[src/rtl/seradd_ctrl.sv]
// Sequencer for one single-bit serial adder: latches parallel operands, clears the adder,
// streams bits LSB-first and collects sum/carry. Optional subtract mode: SERADD_CTRL_SUB_EN.
module seradd_ctrl #(
    parameter int WIDTH = 4
) (
    input  logic             clk,
    input  logic             rst,
    input  logic             start,
`ifdef SERADD_CTRL_SUB_EN
    input  logic             sub,
`endif
    input  logic [WIDTH-1:0] op_a,
    input  logic [WIDTH-1:0] op_b,
    input  logic             cin,
    output logic             busy,
    output logic             done,
    output logic [WIDTH-1:0] sum,
    output logic             cout,
    output logic             add_a,
    output logic             add_b,
    output logic             add_cin,
    output logic             add_rst,
    input  logic             add_s,
    input  logic             add_cout,
    output logic [1:0]       dbg_state
);

    // Handshake: start is a level request with no ready; it is accepted on any edge where
    // the FSM is in IDLE or DONE, and dropped silently otherwise. done is a one-cycle pulse.
    localparam int KW = $clog2(WIDTH);

    typedef enum logic [1:0] {
        IDLE  = 2'd0,
        CLEAR = 2'd1,
        SHIFT = 2'd2,
        DONE  = 2'd3
    } state_t;

    state_t           state;
    state_t           state_nxt;
    logic [WIDTH-1:0] a_sr;
    logic [WIDTH-1:0] b_sr;
    logic [WIDTH-2:0] sum_sr;
    logic [WIDTH-1:0] sum_cat;
    logic             cin_q;
    logic [KW-1:0]    k;
    logic             accept;
    logic             last;
    logic [WIDTH-1:0] b_load;
    logic             cin_load;

    assign accept  = start && ((state == IDLE) || (state == DONE));
    assign last    = (state == SHIFT) && (k == KW'(WIDTH - 1));
    // Incoming bit lands at the MSB; the collected bits move one place toward the LSB.
    assign sum_cat = {add_s, sum_sr};

`ifdef SERADD_CTRL_SUB_EN
    // Two's-complement subtract: invert B and inject a carry of one.
    assign b_load   = sub ? ~op_b : op_b;
    assign cin_load = sub ? 1'b1 : cin;
`else
    assign b_load   = op_b;
    assign cin_load = cin;
`endif

    always_ff @(posedge clk) begin
        if (rst) begin
            state  <= IDLE;
            a_sr   <= '0;
            b_sr   <= '0;
            sum_sr <= '0;
            cin_q  <= 1'b0;
            k      <= '0;
            sum    <= '0;
            cout   <= 1'b0;
        end else begin
            state <= state_nxt;
            if (accept) begin
                a_sr  <= op_a;
                b_sr  <= b_load;
                cin_q <= cin_load;
            end
            if (state == CLEAR) begin
                k <= '0;
            end
            if (state == SHIFT) begin
                a_sr   <= a_sr >> 1;
                b_sr   <= b_sr >> 1;
                sum_sr <= sum_cat[WIDTH-1:1];
                k      <= k + 1'b1;
            end
            if (last) begin
                sum  <= sum_cat;
                cout <= add_cout;
            end
        end
    end

    always_comb begin
        state_nxt = state;
        busy      = 1'b0;
        done      = 1'b0;
        add_a     = 1'b0;
        add_b     = 1'b0;
        add_cin   = 1'b0;
        add_rst   = rst || (state == CLEAR);
        case (state)
            IDLE: begin
                if (accept) state_nxt = CLEAR;
            end
            CLEAR: begin
                busy      = 1'b1;
                state_nxt = SHIFT;
            end
            SHIFT: begin
                busy    = 1'b1;
                add_a   = a_sr[0];
                add_b   = b_sr[0];
                add_cin = (k == '0) ? cin_q : 1'b0;
                if (last) state_nxt = DONE;
            end
            DONE: begin
                done      = 1'b1;
                state_nxt = accept ? CLEAR : IDLE;
            end
            default: state_nxt = IDLE;
        endcase
        // Outputs read as reset values for the whole time rst is asserted.
        if (rst) begin
            busy    = 1'b0;
            done    = 1'b0;
            add_a   = 1'b0;
            add_b   = 1'b0;
            add_cin = 1'b0;
        end
    end

    assign dbg_state = state;

endmodule

[config.mk]
export PLATFORM = sky130hd
export DESIGN_NAME = seradd_ctrl
export DESIGN_NICKNAME = d
export VERILOG_FILES = /design/src/rtl/seradd_ctrl.sv
export SDC_FILE = /design/constraint.sdc
export NUM_CORES = 1
export LEC_CHECK = 0
export BUFFER_PORTS_ARGS = -buffer_cell sky130_fd_sc_hd__buf_2
export CAP_MARGIN = 25
export CELL_PAD_IN_SITES_DETAIL_PLACEMENT = 1
export CELL_PAD_IN_SITES_GLOBAL_PLACEMENT = 2
export CORE_MARGIN = 1
export CORE_UTILIZATION = 27
export DETAILED_ROUTE_END_ITERATION = 6
export PLACE_DENSITY = 0.82
export SYNTH_ARGS = -nofsm -noshare
export SYNTH_HDL_FRONTEND = slang
export SYNTH_SLANG_ARGS = --single-unit
[constraint.sdc]
create_clock -name clk -period 1.7 [get_ports clk]
set_input_delay 0.34 -clock clk [delete_from_list [all_inputs] [get_ports clk]]
set_output_delay 0.34 -clock clk [all_outputs]
set_load 0.02 [all_outputs]
* Word level (Yosys, flattened, before mapping)
Index checks and enable logic that the tools add are counted.
** Operators by class
- $add $sub $neg :: 1
- Eq/ne operators :: 6
- Reduce and logical (&&, ||, !) cells :: 11
- Mux-type cells :: 21
** Operator list (count)
- 1-bit two-way mux :: 12
- 3-bit two-way mux :: 4
- 2-bit two-way mux :: 4
- 2-bit one-hot mux with 4 select lines :: 1
- 2-bit == test (second input constant) :: 3
- 2-bit zero test :: 2
- 2-bit != test (second input constant) :: 2
- 2-bit nonzero test :: 2
- 2-bit OR reduction :: 2
- 2-bit by 1-bit adder with 2-bit output (second input constant) :: 1
- 2-bit by 1-bit == test with 1-bit output (second input constant) :: 1
- 1-bit logical AND :: 2
- 1-bit logical OR :: 2
- 2-bit AND reduction :: 1
** Storage, ports and cells
- Output and inout port bits :: 13
- Register bits after elaboration :: 21

* Depth between registers and ports, before layout
- Depth after elaboration :: 5
- Mapped depth :: 6
- Gate-level depth less buffers :: 5

* Worst setup path before layout
OpenSTA, ideal clock, no wires.
- Path type :: register to register
- Start point :: register state[1] (netlist: dbg_state[1])
- End point :: register a_sr[0]
- Data required time :: 1.585 ns
- Stages on the path, launching flop included :: 7
- Path slack :: -0.096 ns
- Buffers on the path :: 1
- Period minus slack after synthesis :: 1.796 ns
- Library setup time :: 0.115 ns
- Arrival :: 1.681 ns
- Cells stage by stage :: dfxtp_1 -> inv_1 -> ha_1 -> nand2b_1 -> buf_6 -> mux2_4 -> o21a_1
** On the way
- Cells in the longest elaborated chain, start to end :: 4
- Elaborated cells between the ends (all ways) :: 7
** RTL lines
- start, declared :: line 39 : state_t state;
- start signal, assigned :: line 77 : state <= state_nxt;
- 2-bit == test or 2-bit zero test (tied branches) :: line 52 : assign accept = start && ((state == IDLE) || (state == DONE));
- 1-bit logical OR :: line 52
- 1-bit logical AND :: line 52
- 2-bit nonzero test (no line)
- end signal, assigned :: line 79 : a_sr <= op_a;
- end signal, assigned :: line 87 : a_sr <= a_sr >> 1;
- end, declared :: line 41 : logic [WIDTH-1:0] a_sr;
Several ways; a longest one is shown, not always the timed one.
A chain may end at the register's enable or synchronous reset.

* Final worst setup path
- Start point :: register state[0] (netlist: dbg_state[0])
- End point :: output add_cin
** On the way
- Cells in the longest elaborated chain, start to end :: 3
** RTL lines
- 2-bit == test :: line 107 : case (state)
- 1-bit two-way mux :: line 107
- 1-bit two-way mux :: line 129 : if (rst) begin
- end, declared :: line 21 : output logic add_cin,
Every way passes these cells.

==> metrics.md <==
| Metric | Value |
|---|---|
| Status | `complete, no violations` |
| # IOs | `27` |
| WL/cell | `roughly 13 um` |
| Largest net degree at the start of global routing | `27` |
| Num CTS Buffers | `3` |
| Worst Setup End Kind | `output port` |
| GRT Util Overall | `0.136` |
| Multi-input gate area | `slightly below 600 um2` |
| Post-synthesis adder-cell area fraction | `0.0718` |
| Max-cap violations | `0` |
| Antenna-violating nets left | `0` |
| Synth area leader | `dfxtp_1` |
| Hold Crit Class | `primary input to flip-flop` |
| Die height | `64.2 um` |
| Final min period | `1.65 ns` |
| Worst-case reg-to-reg path depth | `6` |
| DRC violations left | `0` |
| Root buf cell | `clkbuf_8` |
| Number of antenna diodes | `0` |
| End of the critical path | `add_cin` |
| Critical path type | `flip-flop to output port` |
| Clock-pin slew on the worst setup and hold paths | `0.08 ns` |
| Yosys reg bits | `21` |
| Actual transition at the worst max-transition pin | `between 0.2 and 0.3 ns` |
| Xor and xnor area share after synthesis | `0` |
| RD Place Congestion | `0.768` |
| Drt first pass iters | `2` |
| Slew margin rel. | `0.812` |
| Fillers | `~450` |
| Final period util | `0.970` |
| Fmax | `between 600 and 700 MHz` |
| Area of the die | `4130 um2` |
| Final core occ | `0.372` |
| Total core area | `approximately 3700 um2` |
| Pwr/cell area | `around 1600 nW/um2` |
| Vias in the first global route | `slightly below 900` |
| IO Port Bufs | `26` |
| DP Worst Slack | `about 0.06 ns` |
| Arrival time worst endpoint | `approximately 1.3 ns` |
| Grt total ovfl | `0` |
| Commonest non-fill, non-tap cell in the layout | `buf_2` |
| Final-report hold violation count | `0` |
| Start of the worst register-to-register path | `dbg_state[1]` |
| Top cell type's share of synthesized area | `0.402` |
| Final worst-path setup slack | `just over 0.05 ns` |
| Post-synthesis sequential area ratio | `0.402` |
| Ys async rst share | `0` |
| Setup crit start kind | `flip-flop` |
| R2R setup slack | `~0.07 ns` |
| Clock sink count | `21` |
| Global-route wire length before repair | `about 4.3 mm` |
| Main combinational cell family by area after synthesis | `multiplexers` |
| Unique masters post-synth | `24` |
| Vias | `between 800 and 900` |
| Setup violations, final | `0` |
| Mux contribution to synthesized area | `0.165` |
| Simple-Gate Fraction of Synth Area | `0.164` |
| Area Growth Syn to Fin | `31.1%` |
| Setup Skew | `between 0.004 and 0.005 ns` |
| Worst VDD drop | `0.000549 V` |
| P_leak | `between 0.5 and 0.6 nW` |
| Nets@finish | `~160` |
| Vias per std cell | `~4.5` |
| Synth area leaders | `dfxtp_1 (40%), mux2_4 (8.6%), ha_1 (7.2%)` |
| Clk_lat worst skew | `around 0.26 ns` |
| Die X | `about 64 um` |
| Compound-cell area share of the yosys netlist | `0.126` |
| Synth Flop Type | `dfxtp_1` |
| Mean Syn Cell Area | `about 9.2 um2` |
| Max clock buf depth | `2` |
| Row cnt | `22` |
| DP HPWL | `between 1.5 and 2 mm` |
| Max FO, Critical Path | `4` |
| Clock tree from TritonCTS | `built` |
| WP data required | `between 1 and 1.5 ns` |
| Post-Syn Area | `1050 um2` |
| Synth Warn # | `0` |
| Hold_sp | `add_s` |
| DRT iter0 DRCs | `between 40 and 50` |
| CP startpoint | `dbg_state[0]` |
| Register area | `approximately 430 um2` |
| Initial antenna violation count | `0` |
| Share of layout cells above drive strength 1 | `0.371` |
| Slew Viols, Final | `0` |
| Routed WL | `2.56 mm` |
| Post-Syn Nets | `roughly 130` |
| Post-synthesis instance total | `114` |
| RR Endpoint | `a_sr[1]` |
| Initial Util | `0.284` |
| CTS H-tree lvls | `1` |
| Number of synthesized flops with an enable pin | `0` |
| RSZ-0062 raised after global routing | `true` |
| Most frequent cells in the layout | `buf_2 (24), dfxtp_1 (19), a21oi_1 (14), inv_1 (8), nand3_1 (8)` |
[power by group]
group	internal [mW]	switching [mW]	total, mW
clock network	0.163	0.169	0.332
registers	0.623	0.0911	0.715
logic	0.590	0.509	1.10
total	1.38	0.769	2.15
[cell usage after synthesis, types with 4 or more instances]
| cell | n |
|---|---|
| a21oi_1 | 14 |
| dfxtp_1 | 21 |
| ha_1 | 6 |
| inv_1 | 9 |
| mux2_4 | 6 |
| mux2i_1 | 6 |
| nand2_1 | 7 |
| nand2b_1 | 4 |
| nand3_1 | 8 |
| nor2_1 | 5 |
| o21a_1 | 6 |
[through the flow]
step / hold slack [ns] / TNS (ns) / cell area (um2) / power (mW) / std cells
floorplan: 0.443 / 0 / 1050 / 1.41 / 114
global placement: 0.443 / 0 / 1250 / 1.62 / 186
detailed placement: 0.455 / 0 / 1250 / 1.67 / 186
CTS: 0.329 / 0 / 1370 / 2.17 / 192
global route: 0.362 / -0.00262 / 1370 / 2.30 / 191
finish: 0.334 / 0 / 1370 / 2.15 / 191
[layout make-up]
cell class / instances / area share
tap: 48 / 0.0438
multi-input combinational: 76 / 0.434
timing repair buffer: 31 / 0.141
inverter: 11 / 0.0356
clock inverter: 1 / 0.00365
sequential: 21 / 0.312
clock buffer: 3 / 0.0301
[how the worst min path moves through the flow]
stage                 to  slack [ns]  cells past startpoint
3_3_place_gp        cout        0.44                      2
5_1_grt            cin_q        0.36                      3
3_5_place_dp        cout        0.45                      2
4_1_cts        sum_sr[2]        0.33                      3
2_1_floorplan     sum[0]        0.44                      2
6_report       sum_sr[2]        0.33                      3
[timing repair]
item | in CTS | in global routing
setup endpoints to repair | 4 | 3
buffers inserted | 2 | 0
pin swaps | 0 | 2
hold buffers | 0 | 0
resized for setup | 15 | 3
[flip-flops by register name (all words and copies together), names as in the netlist]
name / cells
a_sr: 4
b_sr: 4
sum: 4
sum_sr: 3
dbg_state: 2
k: 2
cin_q: 1
cout: 1
[layer usage]
| layer | track usage | routed length [um] | vias up |
|---|---|---|---|
| met2 | 0.243 | 1350 | 12 |
| li1 | - | - | 440 |
| met4 | 0.0250 | 8 | 0 |
| met5 | 0 | 0 | - |
| met3 | 0.0375 | 80 | 2 |
| met1 | 0.161 | 1130 | 413 |
[worst max-delay path, stage by stage, from the launching register on]
cell and delay [ns]:
dfxtp_4 0.36, inv_6 0.07, ha_4 0.13, nor2b_4 0.16, and3_4 0.20, buf_6 0.11
[logic make-up after synthesis]
group / after synthesis
AND/OR/NAND/NOR: 34
buffers and inverters: 17
AO/OA/AOI/OAI: 22
flip-flops: 21
multiplexers: 14
adder cells (fa/ha/maj): 6
(Power assumes the default switching activity.)
